==> src/rtl/traffic_pkg.sv <==
// Shared definitions for the junction light sequencer: state encoding, lamp codes, default durations.
// Latency: none (definitions only).
// Backpressure: none.
package traffic_pkg;

  typedef enum logic [1:0] {
    ST_MG = 2'd0,
    ST_MY = 2'd1,
    ST_CG = 2'd2,
    ST_CY = 2'd3
  } state_t;

  // Lamp vectors are {R,Y,G}, one-hot, active-high
  localparam logic [2:0] LAMP_R = 3'b100;
  localparam logic [2:0] LAMP_Y = 3'b010;
  localparam logic [2:0] LAMP_G = 3'b001;

  localparam int DEF_MG_TIME = 25;
  localparam int DEF_CG_TIME = 15;
  localparam int DEF_Y_TIME  = 5;

endpackage

==> src/rtl/half_sec_phase.sv <==
// Half-second phase divider: C flips on every TICK; SEC marks the TICK that closes a whole second.
// Latency: C updates one cycle after TICK; SEC is a same-cycle strobe qualified by TICK.
// Backpressure: none; every TICK is consumed.
module half_sec_phase (
  input  logic CLK,
  input  logic RET,
  input  logic TICK,
  output logic C,
  output logic SEC
);

  // C is held directly as ~h so the blink output is a plain flop
  always_ff @(posedge CLK) begin
    if (RET)
      C <= 1'b1;
    else if (TICK)
      C <= ~C;
  end

  // A second ends on a TICK arriving while h==1, i.e. while C==0
  assign SEC = TICK & ~C;

endmodule

==> src/rtl/traffic_sequencer.sv <==
// Main/country crossing light sequencer with remaining-time countdowns and a vehicle-sensor hold in MG.
// Latency: a TICK on cycle n shows in C, countdowns, lamps and state on cycle n+1; all outputs registered.
// Backpressure: none; TICK and CAR are sampled every cycle.
module traffic_sequencer
  import traffic_pkg::*;
#(
  parameter int MG_TIME = DEF_MG_TIME,
  parameter int CG_TIME = DEF_CG_TIME,
  parameter int Y_TIME  = DEF_Y_TIME
) (
  input  logic       CLK,
  input  logic       RET,
  input  logic       TICK,
  input  logic       CAR,
  output logic [4:0] MainCountdown,
  output logic [4:0] CountryCountdown,
  output logic       C,
  output logic [2:0] MainLight,
  output logic [2:0] CountryLight
);

  localparam logic [4:0] MG_T  = 5'(MG_TIME);
  localparam logic [4:0] CG_T  = 5'(CG_TIME);
  localparam logic [4:0] Y_T   = 5'(Y_TIME);
  localparam logic [4:0] MGY_T = 5'(MG_TIME + Y_TIME);
  localparam logic [4:0] CGY_T = 5'(CG_TIME + Y_TIME);

  state_t     state, state_nxt;
  logic [4:0] main_nxt, country_nxt;
  logic [2:0] main_light_nxt, country_light_nxt;
  logic [4:0] own_cnt;
  logic       sec;

  half_sec_phase u_half_sec_phase (
    .CLK  (CLK),
    .RET  (RET),
    .TICK (TICK),
    .C    (C),
    .SEC  (sec)
  );

  // Next state, countdown reload/decrement and lamp decode of the next state
  always_comb begin
    state_nxt         = state;
    main_nxt          = MainCountdown;
    country_nxt       = CountryCountdown;
    main_light_nxt    = LAMP_G;
    country_light_nxt = LAMP_R;
    // The countdown that governs the phase belongs to the road whose light is not red
    own_cnt = (state == ST_MG || state == ST_MY) ? MainCountdown : CountryCountdown;

    if (sec) begin
      if (own_cnt > 5'd1) begin
        main_nxt    = MainCountdown - 5'd1;
        country_nxt = CountryCountdown - 5'd1;
      end else begin
        case (state)
          ST_MG: begin
            if (CAR) begin
              state_nxt   = ST_MY;
              main_nxt    = Y_T;
              country_nxt = Y_T;
            end else begin
              // No vehicle waiting: rerun main green from the top
              main_nxt    = MG_T;
              country_nxt = MGY_T;
            end
          end
          ST_MY: begin
            state_nxt   = ST_CG;
            main_nxt    = CGY_T;
            country_nxt = CG_T;
          end
          ST_CG: begin
            state_nxt   = ST_CY;
            main_nxt    = Y_T;
            country_nxt = Y_T;
          end
          default: begin
            state_nxt   = ST_MG;
            main_nxt    = MG_T;
            country_nxt = MGY_T;
          end
        endcase
      end
    end

    case (state_nxt)
      ST_MG: begin
        main_light_nxt    = LAMP_G;
        country_light_nxt = LAMP_R;
      end
      ST_MY: begin
        main_light_nxt    = LAMP_Y;
        country_light_nxt = LAMP_R;
      end
      ST_CG: begin
        main_light_nxt    = LAMP_R;
        country_light_nxt = LAMP_G;
      end
      default: begin
        main_light_nxt    = LAMP_R;
        country_light_nxt = LAMP_Y;
      end
    endcase
  end

  // State, countdown and lamp registers; reset abandons any phase and restarts MG
  always_ff @(posedge CLK) begin
    if (RET) begin
      state            <= ST_MG;
      MainCountdown    <= MG_T;
      CountryCountdown <= MGY_T;
      MainLight        <= LAMP_G;
      CountryLight     <= LAMP_R;
    end else begin
      state            <= state_nxt;
      MainCountdown    <= main_nxt;
      CountryCountdown <= country_nxt;
      MainLight        <= main_light_nxt;
      CountryLight     <= country_light_nxt;
    end
  end

endmodule
==> config.mk <==
export PLATFORM = sky130hd
export DESIGN_NAME = traffic_sequencer
export DESIGN_NICKNAME = d
export VERILOG_FILES = /design/src/rtl/traffic_pkg.sv /design/src/rtl/half_sec_phase.sv /design/src/rtl/traffic_sequencer.sv
export SDC_FILE = /design/constraint.sdc
export NUM_CORES = 1
export LEC_CHECK = 0
export BUFFER_PORTS_ARGS = -buffer_cell sky130_fd_sc_hd__clkbuf_2
export CAP_MARGIN = 5
export CELL_PAD_IN_SITES_DETAIL_PLACEMENT = 0
export CELL_PAD_IN_SITES_GLOBAL_PLACEMENT = 1
export CORE_UTILIZATION = 35
export DETAILED_ROUTE_END_ITERATION = 10
export GPL_TIMING_DRIVEN = 0
export PLACE_DENSITY_LB_ADDON = 0.1
export SLEW_MARGIN = 20
export SYNTH_ARGS = -nofsm -noshare
export SYNTH_HDL_FRONTEND = slang
export SYNTH_HIERARCHICAL = 1
export SYNTH_SLANG_ARGS = --single-unit
==> constraint.sdc <==
create_clock -name CLK -period 1.96 [get_ports CLK]
set_input_delay 0 -clock CLK [delete_from_list [all_inputs] [get_ports CLK]]
set_output_delay 0 -clock CLK [all_outputs]
set_load 0.01 [all_outputs]
; ---- Word level (Yosys, flattened, before mapping)
; Cells that the tools add are included.
[word_totals]
in_bits = 4
reg_bits = 19
output_inout_bits = 17
elab_cells = 32
[classes]
n_lt_le_gt_ge = 1
n_mux = 13
n_addsub = 2
eq_ne = 4
n_bitwise = 2
n_reduce_logical = 4
[op_table]
columns = cell, n
row1 = $pmux W5 S3, 2
row2 = $mux W5, 5
row3 = $pmux W3 S2, 2
row4 = $sub A5 B1 Y5 const B, 2
row5 = $mux W2, 3
row6 = $pmux W2 S3, 1
row7 = $gt A5 B1 Y1 const B, 1
row8 = $eq A2 B1 Y1 const B, 2
row9 = $eq A2 B2 Y1 const B, 2
row10 = $logic_not A2 Y1, 2
row11 = $reduce_or A2 Y1, 1
row12 = $and A1 B1 Y1, 1
row13 = $logic_or A1 B1 Y1, 1
row14 = $not A1 Y1, 1

; ---- Depth between registers and ports, before layout
; Gate-level depths: netlist (run 1).
[logic_depth]
depth_word = 9
depth_mapped = 8
depth_no_buf = 7

; ---- Hierarchy
; The synthesis (run 1) kept the hierarchy.
[modules_own_cells]
columns = mod, area_each_um2, cells_per_inst, instances
row1 = traffic_sequencer, 969.7, 115, 1
row2 = half_sec_phase, 46.3, 4, 1

; ---- Worst setup path before layout (run 1)
; OpenSTA, ideal clock, no wires.
[synth_timing]
path_kind = register -> register
startpoint = register state[1]
endpoint = register CountryLight[0]
setup_ps = 71
path_stages_with_launch = 8
path_slack_ps = -89
path_buffers = 0
arrival_time_ps = 1978
cell_sequence = dfxtp_1 > inv_1 > ha_1 > nor4_2 > o2bb2ai_4 > nand2_4 > or4_1 > a21oi_1
[synth_via]
elab_chain_cells = 9
[synth_lines]
columns = item, line_no
row1 = from (decl), traffic_sequencer.sv:28  ; state_t state, state_nxt;
row2 = from (signal assigned), traffic_sequencer.sv:117  ; state <= state_nxt;
row3 = $eq A2 B1 Y1 or $logic_not A2 Y1 (tied branches), "traffic_sequencer.sv:50, traffic_sequencer.sv:57"
row4 = $logic_or A1 B1 Y1, traffic_sequencer.sv:50  ; own_cnt = (state == ST_MG || state == ST_MY) ? MainCountdown : CountryCountdown;
row5 = $mux W5, traffic_sequencer.sv:50
row6 = $gt A5 B1 Y1, traffic_sequencer.sv:53  ; if (own_cnt > 5'd1) begin
row7 = $mux W2, traffic_sequencer.sv:53
row8 = $mux W2 *, traffic_sequencer.sv:52  ; if (sec) begin
row9 = $eq A2 B1 Y1 or $logic_not A2 Y1 (tied branches), traffic_sequencer.sv:88  ; case (state_nxt)
row10 = $reduce_or A2 Y1 (no source line), --
row11 = $pmux W3 S2 *, traffic_sequencer.sv:88
row12 = to (signal assigned), traffic_sequencer.sv:121  ; CountryLight <= country_light_nxt;
row13 = to (decl), traffic_sequencer.sv:19  ; output logic [2:0] CountryLight
; Mark *: on every way between the ends. The rest lies on a longest branch, timed or not.
; A chain may end at the register's enable or synchronous reset.

; ---- Worst setup path in the final report (run 1)
[layout_timing]
startpoint = register MainCountdown[1]
endpoint = register CountryLight[0]
[layout_via]
elab_chain_cells = 7
[layout_lines]
columns = item, line_no
row1 = from (decl), traffic_sequencer.sv:15  ; output logic [4:0] MainCountdown,
row2 = from (signal assigned), traffic_sequencer.sv:118  ; MainCountdown <= main_nxt;
row3 = $mux W5 *, traffic_sequencer.sv:50
row4 = $gt A5 B1 Y1 *, traffic_sequencer.sv:53
row5 = $mux W2 *, traffic_sequencer.sv:53
row6 = $mux W2 *, traffic_sequencer.sv:52
row7 = $eq A2 B1 Y1 or $logic_not A2 Y1 (tied branches), traffic_sequencer.sv:88
row8 = $reduce_or A2 Y1 (no source line), --
row9 = $pmux W3 S2 *, traffic_sequencer.sv:88
; Marks and branches as above.

==> results by group, run 1 <==
Place
  – Post-DP HPWL: between 1.5 and 2 mm
  – Input/output buffers: 20
  – RePlAce Congestion: 0.801
  – Placed cell area: 0.00117 sq mm

Finish
  – Multi-input gate area: 646 sq um
  – Nets: between 150 and 200
  – Most frequent cells in the layout: clkbuf_2, dfxtp_1, buf_4
  – Commonest non-fill, non-tap cell in the layout: clkbuf_2
  – Final Cell Area: 0.00135 sq mm
  – Area growth syn-to-layout: 32.9%
  – Number of fill cells: roughly 280
  – ANT cells: 0
  – Share of layout cells above drive strength 1: 0.365
  – Register Area: around 390 sq um

Power and ir drop
  – Peak supply drop: ~430 uV
  – Pwr Density: 498 mW/mm^2
  – Leakage: between 0.5 and 0.6 nW
  – Total power draw: between 600 and 700 uW

Route
  – Via count: between 1000 and 1500
  – WL per Instance: approximately 14 microns
  – Final ANT Viol Nets: 0
  – # DRC: 0
  – First DRT Iteration DRCs: 35
  – Vias per inst: 5.49
  – DRT Wirelength: between 2 and 3 mm
  – DR pass1 iterations: 4

GRT
  – First-pass GRT wire length: approximately 4.3 mm
  – GR Overflow Total: 0
  – Tot GR Track Use: 0.179
  – Antenna violations before repair: 0
  – Largest net degree at the start of global routing: 12
  – Vias in the first global route: ~900

Synth
  – Cells after Synth: 119
  – Seq/Total Area, Yosys: 0.374
  – Yosys warning total: 6
  – Mapped Area: 0.00102 sq mm
  – Synthesized netlist net count: roughly 130
  – Number of synthesized register bits: 19
  – Mean area per synthesized cell: 8.54 sq um
  – Post-synth cell types: 33

STA
  – Skew final: 0.00570 ns
  – Post-route minimum period: approximately 2.0 ns
  – Hold Fails Final Rpt: 1
  – Setup Viol. Count Final: 0
  – Slew headroom: 0.629
  – Slew @ Worst Pin: around 0.56 ns
  – Period utilization: 0.995
  – Min Hold Slack: -0.000593 ns
  – Fmax: between 0.5 and 0.6 GHz
  – Slew Limit Fails: 0

Run status
  – Status: complete, but fails checks
  – Failing checks: hold timing

Hold path
  – Min-Delay Endpoint: u_half_sec_phase/C$_SDFFE_PP1P_
  – Hold Crit Depth: 3
  – Hold Crit Class: input port to flop
  – HP Start: TICK

Clocking
  – Reg clk slew, reported paths: roughly 0.12 ns
  – Skew-Pair Late Insertion Delay: 0.30 ns
  – CTS H-Tree Depth: 1
  – Longest Clk Path Bufs: 2
  – Clk root buf: clkbuf_4
  – Clk sinks: 19
  – CTS Buf Count: 3
  – Clock tree from TritonCTS: done

Critical path
  – CP delay by family, top: simple AND/OR/NAND/NOR gates
  – Reg2reg start: MainCountdown[1]$_SDFFE_PP0P_
  – Worst Path Arrival: approximately 2.2 ns
  – Slowest CP cell: or4_4
  – Crit path cell chain: or4_4 -> o2bb2ai_4 -> nand2_4 -> or4_4 -> a21oi_2
  – Slowest stage delay, CP: approximately 0.57 ns
  – Critical path type: flop to flop
  – R2r setup slk: roughly 0.0094 ns
  – CP startpoint kind: flop
  – Reg2reg end: CountryLight[0]$_SDFF_PP0_
  – Max Fanout on Critical Path: 5
  – CP Data Required Time: roughly 2.2 ns
  – CP Capture Type: flop
  – FF-to-FF path depth: 5
  – Crit path buf inv count: 0
  – Most used cell, CP: or4_4

Floorplan
  – Total die area: between 0.003 and 0.004 sq mm
  – Initial Utilization: 0.368
  – DIE HEIGHT: about 56 microns
  – Cell Rows: 19
  – Core area: about 0.0028 sq mm
  – Die width: 55.9 microns
  – IO Pins: 21

Job
  – Number of max-cap violations: 0
-- where the power goes --
group | internal (mW) | leakage, nW | switching, mW
combinational | 0.0270 | 0.390 | 0.0411
sequential | 0.390 | 0.157 | 0.00771
clock | 0.0761 | 0.0177 | 0.131
total | 0.493 | 0.564 | 0.180
-- worst reg2reg max path: cells and delay by family, from the launching register on --
family          cells  cell delay [ns]
compound gates      2             0.33
flops               1             0.38
simple gates        3             1.18
-- registers in the layout (all words and copies together) (netlist names) --
name                cells
MainLight               3
CountryCountdown        5
u_half_sec_phase/C      1
state                   2
MainCountdown           5
CountryLight            3
-- through the flow --
stage	setup slack (ns)	TNS, ns	std cells	utilization	hold WS [ns]
CTS	0.00345	0	182	0.467	0.00112
floorplan	0.0303	0	119	-	0.104
detailed placement	-0.289	-2.33	170	0.423	0.208
global placement	-0.300	-2.27	170	0.423	0.202
finish	0.00944	0	187	0.490	-0.000593
global route	-0.0130	-0.0130	187	0.490	0.0434
-- cells in the mapped netlist, drive strengths merged --
library cell	n	area, sq um
inv	7	26.3
clkbuf	5	18.8
o2bb2ai	1	27.5
a2bb2oi	3	26.3
a211oi	1	7.51
nor4	2	18.8
nor2	12	45.0
nor2b	3	26.3
a311o	1	10.0
dfxtp	19	380
nand4	2	12.5
nor3	6	30.0
or3	2	12.5
mux2i	3	30.0
or2	1	6.26
a211o	1	8.76
or4	2	18.8
o21ai	7	35.0
a21oi	13	65.1
a31oi	2	12.5
o2111ai	1	8.76
o211ai	2	15.0
a41o	1	10.0
ha	6	75.1
nand2	8	37.5
nand3	4	20.0
o21a	1	7.51
nor4b	1	8.76
nor3b	2	15.0
-- cell type report --
cell class / count / area share
clock buffers: 3 / 0.0167
clock inverters: 1 / 0.00371
multi-input cells: 88 / 0.478
inverters: 7 / 0.0195
plain buffers: 5 / 0.0148
flip-flops and latches: 19 / 0.290
well taps: 31 / 0.0287
repair buffers: 33 / 0.148
-- logic make-up after synthesis --
family,share of synthesized area
multiplexers,0.0296
AND/OR/NAND/NOR,0.248
buffers and inverters,0.0443
flip-flops,0.374
AO/OA/AOI/OAI,0.230
adder cells (fa/ha/maj),0.0739
-- repair_timing --
item / 4_1_cts / 5_1_grt
hold buffers: 1 / 0
hold endpoints to repair: 1 / 0
pin swaps: 3 / 6
resized for setup: 9 / 9
endpoints found under the setup margin: 15 / 14
setup buffers: 7 / 5
gates cloned: 0 / 0
-- routing by layer --
layer / up-vias / share of wire / track usage
li1: 508 / - / -
met5: - / 0 / 0
met3: 2 / 0.038 / 0.0535
met1: 497 / 0.46 / 0.224
met2: 20 / 0.49 / 0.305
met4: 0 / 0.0064 / 0.0418
-- how the worst max path moves through the flow --
stage	from	end	slack, ns	cells past startpoint
floorplan	MainCountdown[1]$_SDFFE_PP0P_	CountryCountdown[1]$_SDFFE_PP1P_	0.03	5
CTS	MainCountdown[1]$_SDFFE_PP0P_	CountryLight[0]$_SDFF_PP0_	0.003	5
global placement	state[1]$_SDFF_PP0_	MainCountdown[2]$_SDFFE_PP0P_	-0.30	7
finish	MainCountdown[1]$_SDFFE_PP0P_	CountryLight[0]$_SDFF_PP0_	0.009	5
detailed placement	state[1]$_SDFF_PP0_	MainCountdown[2]$_SDFFE_PP0P_	-0.29	7
global route	state[1]$_SDFF_PP0_	CountryLight[0]$_SDFF_PP0_	-0.01	7
No activity file was read; power rests on OpenSTA's default activity.
==> inputs of run 2 (changes only) <==
--- a/config.mk
+++ b/config.mk
@@ -5,11 +5,12 @@
 export SDC_FILE = /design/constraint.sdc
 export NUM_CORES = 1
 export LEC_CHECK = 0
+export ABC_AREA = 1
 export BUFFER_PORTS_ARGS = -buffer_cell sky130_fd_sc_hd__clkbuf_2
 export CAP_MARGIN = 5
 export CELL_PAD_IN_SITES_DETAIL_PLACEMENT = 0
 export CELL_PAD_IN_SITES_GLOBAL_PLACEMENT = 1
-export CORE_UTILIZATION = 35
+export CORE_UTILIZATION = 34
 export DETAILED_ROUTE_END_ITERATION = 10
 export GPL_TIMING_DRIVEN = 0
 export PLACE_DENSITY_LB_ADDON = 0.1
==> run 2 against run 1 <==
Effect of this change:
- the run now ends clean
- first-iteration DRC count fell by 29%
- die area is 9.3% higher
- core utilization down 6.5 points
- clock power increased by 4%
- register-to-register slack better by 0.25 ns
- combinational power up 57%
==> results by group, run 2 <==
STA
  – Period utilization: 0.869 (was 0.995)
  – Slew headroom: 0.673 (was 0.629)
  – Hold Fails Final Rpt: 0 (was 1)
  – Post-route minimum period: 1.70 ns (was 1.95 ns)
  – Setup Viol. Count Final: 0 (unchanged)
  – Min Hold Slack: 0.203 ns (was -0.000593 ns)
  – Unrepaired setup endpoints after global routing: no
  – Skew final: 0.00647 ns (was 0.00570 ns)
  – Worst Setup Slack, final: 0.257 ns (was 0.00944 ns)
  – Slew Limit Fails: 0 (unchanged)
  – Slew @ Worst Pin: 0.491 ns (was 0.556 ns)
  – Fmax: 0.587 GHz (was 0.513 GHz)
  – Fin Setup TNS: 0 ns (unchanged)

Route
  – DRT Wirelength: 2.16 mm (was 2.65 mm)
  – Final ANT Viol Nets: 0 (unchanged)
  – WL per Instance: 9.80 microns (was 14.2 microns)
  – # DRC: 0 (unchanged)
  – First DRT Iteration DRCs: 25 (was 35)
  – DR pass1 iterations: 4 (unchanged)
  – Vias per inst: 4.31 (was 5.49)
  – Via count: 949 (was 1027)

Synth
  – XOR/XNOR share of the synthesized area: 0.0405 (was 0)
  – Mean area per synthesized cell: 7.22 sq um (was 8.54 sq um)
  – Yosys warning total: 6 (unchanged)
  – Most frequent cells after synthesis: nand2_1, inv_1, dfxtp_1 (was dfxtp_1, a21oi_1, nor2_1)
  – EDFF count, synth: 0 (unchanged)
  – Post-Synth Simple-Gate Area: 0.358 (was 0.248)
  – Main synth FF type: dfxtp_1 (unchanged)
  – Compound-Gate Fraction of Synth Area: 0.0682 (was 0.230)
  – Area share of the largest cell type after synthesis: 0.351 (was 0.374)
  – Most common cell in the netlist: nand2_1 (was dfxtp_1)
  – Synth area leader: dfxtp_1 (unchanged)
  – Post-Synth Adder-Cell Area: 0.0694 (was 0.0739)
  – Post-synth cell types: 21 (was 33)
  – Ranking of synthesized cells by area: dfxtp_1, nand2_1, inv_1 (was dfxtp_1, ha_1, a21oi_1)
  – Number of synthesized register bits: 19 (unchanged)
  – Post-synthesis mux area share: 0 (was 0.0296)
  – Main combinational cell family by area after synthesis: simple AND/OR/NAND/NOR gates (unchanged)
  – Synthesized netlist net count: 160 (was 129)
  – Seq/Total Area, Yosys: 0.351 (was 0.374)
  – Post-synth ARST share: 0 (unchanged)
  – Mapped Area: 0.00108 sq mm (was 0.00102 sq mm)
  – Cells after Synth: 150 (was 119)

Floorplan
  – Die width: 58.4 microns (was 55.9 microns)
  – Cell Rows: 20 (was 19)
  – Initial Utilization: 0.357 (was 0.368)
  – Total die area: 0.00341 sq mm (was 0.00312 sq mm)
  – Core area: 0.00303 sq mm (was 0.00276 sq mm)
  – DIE HEIGHT: 58.4 microns (was 55.9 microns)
  – IO Pins: 21 (unchanged)

Clocking
  – CTS Buf Count: 3 (unchanged)
  – # resized after CTS: 0 (was 9)
  – Longest Clk Path Bufs: 2 (unchanged)
  – Reg clk slew, reported paths: 0.12 ns (about the same)
  – CTS H-Tree Depth: 1 (unchanged)
  – Clk root buf: clkbuf_4 (unchanged)
  – Clk sinks: 19 (unchanged)
  – Skew-Pair Late Insertion Delay: 0.31 ns (was 0.30 ns)
  – CTS Hold Bufs: 2 (was 1)
  – Buffer count from post-CTS setup fixing: 0 (was 7)
  – Clock tree from TritonCTS: done (unchanged)

Finish
  – Count of non-filler cells in the finished layout: 220 (was 187)
  – Nets: 187 (was 167)
  – Most frequent cells in the layout: nand2_1, inv_1, clkbuf_2 (was clkbuf_2, dfxtp_1, buf_4)
  – Share of layout cells above drive strength 1: 0.261 (was 0.365)
  – Register Area: 380 sq um (was 392 sq um)
  – Multi-input gate area: 581 sq um (was 646 sq um)
  – Number of fill cells: 328 (was 283)
  – Regs by FF count: CountryCountdown (5), MainCountdown (5) (unchanged)
  – Fin util: 0.424 (was 0.490)
  – ANT cells: 0 (unchanged)
  – Area growth syn-to-layout: 18.7% (was 32.9%)
  – Final Cell Area: 0.00128 sq mm (was 0.00135 sq mm)
  – Commonest non-fill, non-tap cell in the layout: nand2_1 (was clkbuf_2)

Critical path
  – CP Data Required Time: 2.17 ns (was 2.20 ns)
  – CP Launch Point: state[0]$_SDFF_PP0_ (was MainCountdown[1]$_SDFFE_PP0P_)
  – Most used cell, CP: nand2_1 (was or4_4)
  – Crit path buf inv count: 1 (was 0)
  – Slowest stage delay, CP: 0.45 ns (was 0.57 ns)
  – R2r setup slk: 0.26 ns (was 0.009 ns)
  – FF-to-FF path depth: 10 (was 5)
  – Worst Setup EP: MainLight[0]$_SDFF_PP1_ (was CountryLight[0]$_SDFF_PP0_)
  – Reg2reg end: MainLight[0]$_SDFF_PP1_ (was CountryLight[0]$_SDFF_PP0_)
  – Critical path type: flop to flop (unchanged)
  – Slowest CP cell: dfxtp_1 (was or4_4)
  – Worst Path Arrival: 1.91 ns (was 2.19 ns)
  – Max Fanout on Critical Path: 9 (was 5)
  – CP delay by family, top: simple AND/OR/NAND/NOR gates (unchanged)
  – CP Depth: 10 (was 5)
  – Reg2reg start: state[0]$_SDFF_PP0_ (was MainCountdown[1]$_SDFFE_PP0P_)
  – CP Capture Type: flop (unchanged)
  – Crit path cell chain: inv_1 -> ha_1 -> nor2_1 -> nand3_2 -> nand2_4 -> nand2_4 -> nand2_2 -> nand2_1 -> nand2_1 -> nand2_1 (was or4_4 -> o2bb2ai_4 -> nand2_4 -> or4_4 -> a21oi_2)
  – CP startpoint kind: flop (unchanged)

GRT
  – First-pass GRT wire length: 3.66 mm (was 4.34 mm)
  – Vias in the first global route: 844 (was 921)
  – Tot GR Track Use: 0.141 (was 0.179)
  – Antenna violations before repair: 0 (unchanged)
  – GR Overflow Total: 0 (unchanged)
  – Largest net degree at the start of global routing: 12 (unchanged)

Run status
  – Status: complete, no violations (was complete, but fails checks)

Hold path
  – Hold Crit Class: input port to flop (unchanged)

Place
  – DP Worst Slack: 0.267 ns (was -0.289 ns)
  – Post-DP HPWL: 1.62 mm (was 1.84 mm)
  – Dpl cells: 214 (was 170)
  – RePlAce Congestion: 0.712 (was 0.801)
  – Input/output buffers: 20 (unchanged)
  – Placed cell area: 0.00124 sq mm (was 0.00117 sq mm)

Power and ir drop
  – Total power draw: 736 uW (was 672 uW)
  – Leakage: 0.708 nW (was 0.564 nW)
  – Peak supply drop: 353 uV (was 432 uV)
  – Pwr Density: 573 mW/mm^2 (was 498 mW/mm^2)

Job
  – Number of max-cap violations: 0 (unchanged)
-- run 2: cell types whose count changed after synthesis, moves of 3 or more --
cell and delta:
xor2_1 +3, a2bb2oi_1 -3, nand3_1 +5, nand2_2 +4, clkbuf_1 -4, nand3_2 +5
a21oi_1 -4, mux2i_1 -3, inv_1 +19, inv_2 +4, nor2_2 +3, o21ai_0 -5
nor3_1 -6, nand2_1 +31
-- run 2: final cells by class --
| class | instances | share of cell area |
|---|---|---|
| multi-input cells | 99 | 0.452 |
| flip-flops and latches | 19 | 0.296 |
| repair buffers | 22 | 0.0935 |
| inverters | 30 | 0.0876 |
| well taps | 44 | 0.0428 |
| clock buffers | 3 | 0.0175 |
| plain buffers | 2 | 0.00682 |
| clock inverters | 1 | 0.00389 |
-- run 2: worst min path at each step --
stage	from	to	slack [ns]	cells after the start
2_1_floorplan	RET	u_half_sec_phase/C$_SDFFE_PP1P_	0.11	2
3_3_place_gp	RET	u_half_sec_phase/C$_SDFFE_PP1P_	0.23	3
3_5_place_dp	RET	u_half_sec_phase/C$_SDFFE_PP1P_	0.25	3
4_1_cts	CAR	MainCountdown[3]$_SDFFE_PP1P_	0.19	6
5_1_grt	CAR	CountryCountdown[4]$_SDFFE_PP1P_	0.23	6
6_report	CAR	MainCountdown[3]$_SDFFE_PP1P_	0.20	6
-- run 2: logic make-up (layout without fill, tap and decap cells) --
| kind of cell | Yosys count | after routing |
|---|---|---|
| adders and majority gates | 6 | 6 |
| DFF | 19 | 19 |
| buffers and inverters | 32 | 58 |
| and+or+nand+nor | 74 | 74 |
| xor gates and xnor gates | 5 | 5 |
| AOI/OAI and AO/OA | 14 | 14 |
-- run 2: worst min-delay path, stage by stage --
cell,delay (ns)
clkbuf_2,0.11
o21ai_0,0.11
nand2_1,0.12
nand2_1,0.06
nand2_1,0.05
nand2_1,0.04
-- run 2: power breakdown --
part	leakage (nW)	switching (mW)	internal [mW]	total, mW
sequential	0.155	0.0132	0.400	0.413
clock	0.0177	0.139	0.0762	0.216
combinational	0.535	0.0639	0.0434	0.107
total	0.708	0.216	0.520	0.736
-- run 2: per-layer routing --
layer / up-vias / wire, microns / global-route usage
li1: 508 / - / -
met1: 424 / 1000 / 0.169
met2: 13 / 1080 / 0.246
met3: 4 / 44 / 0.0198
met4: 0 / 33 / 0.0714
met5: - / 0 / 0
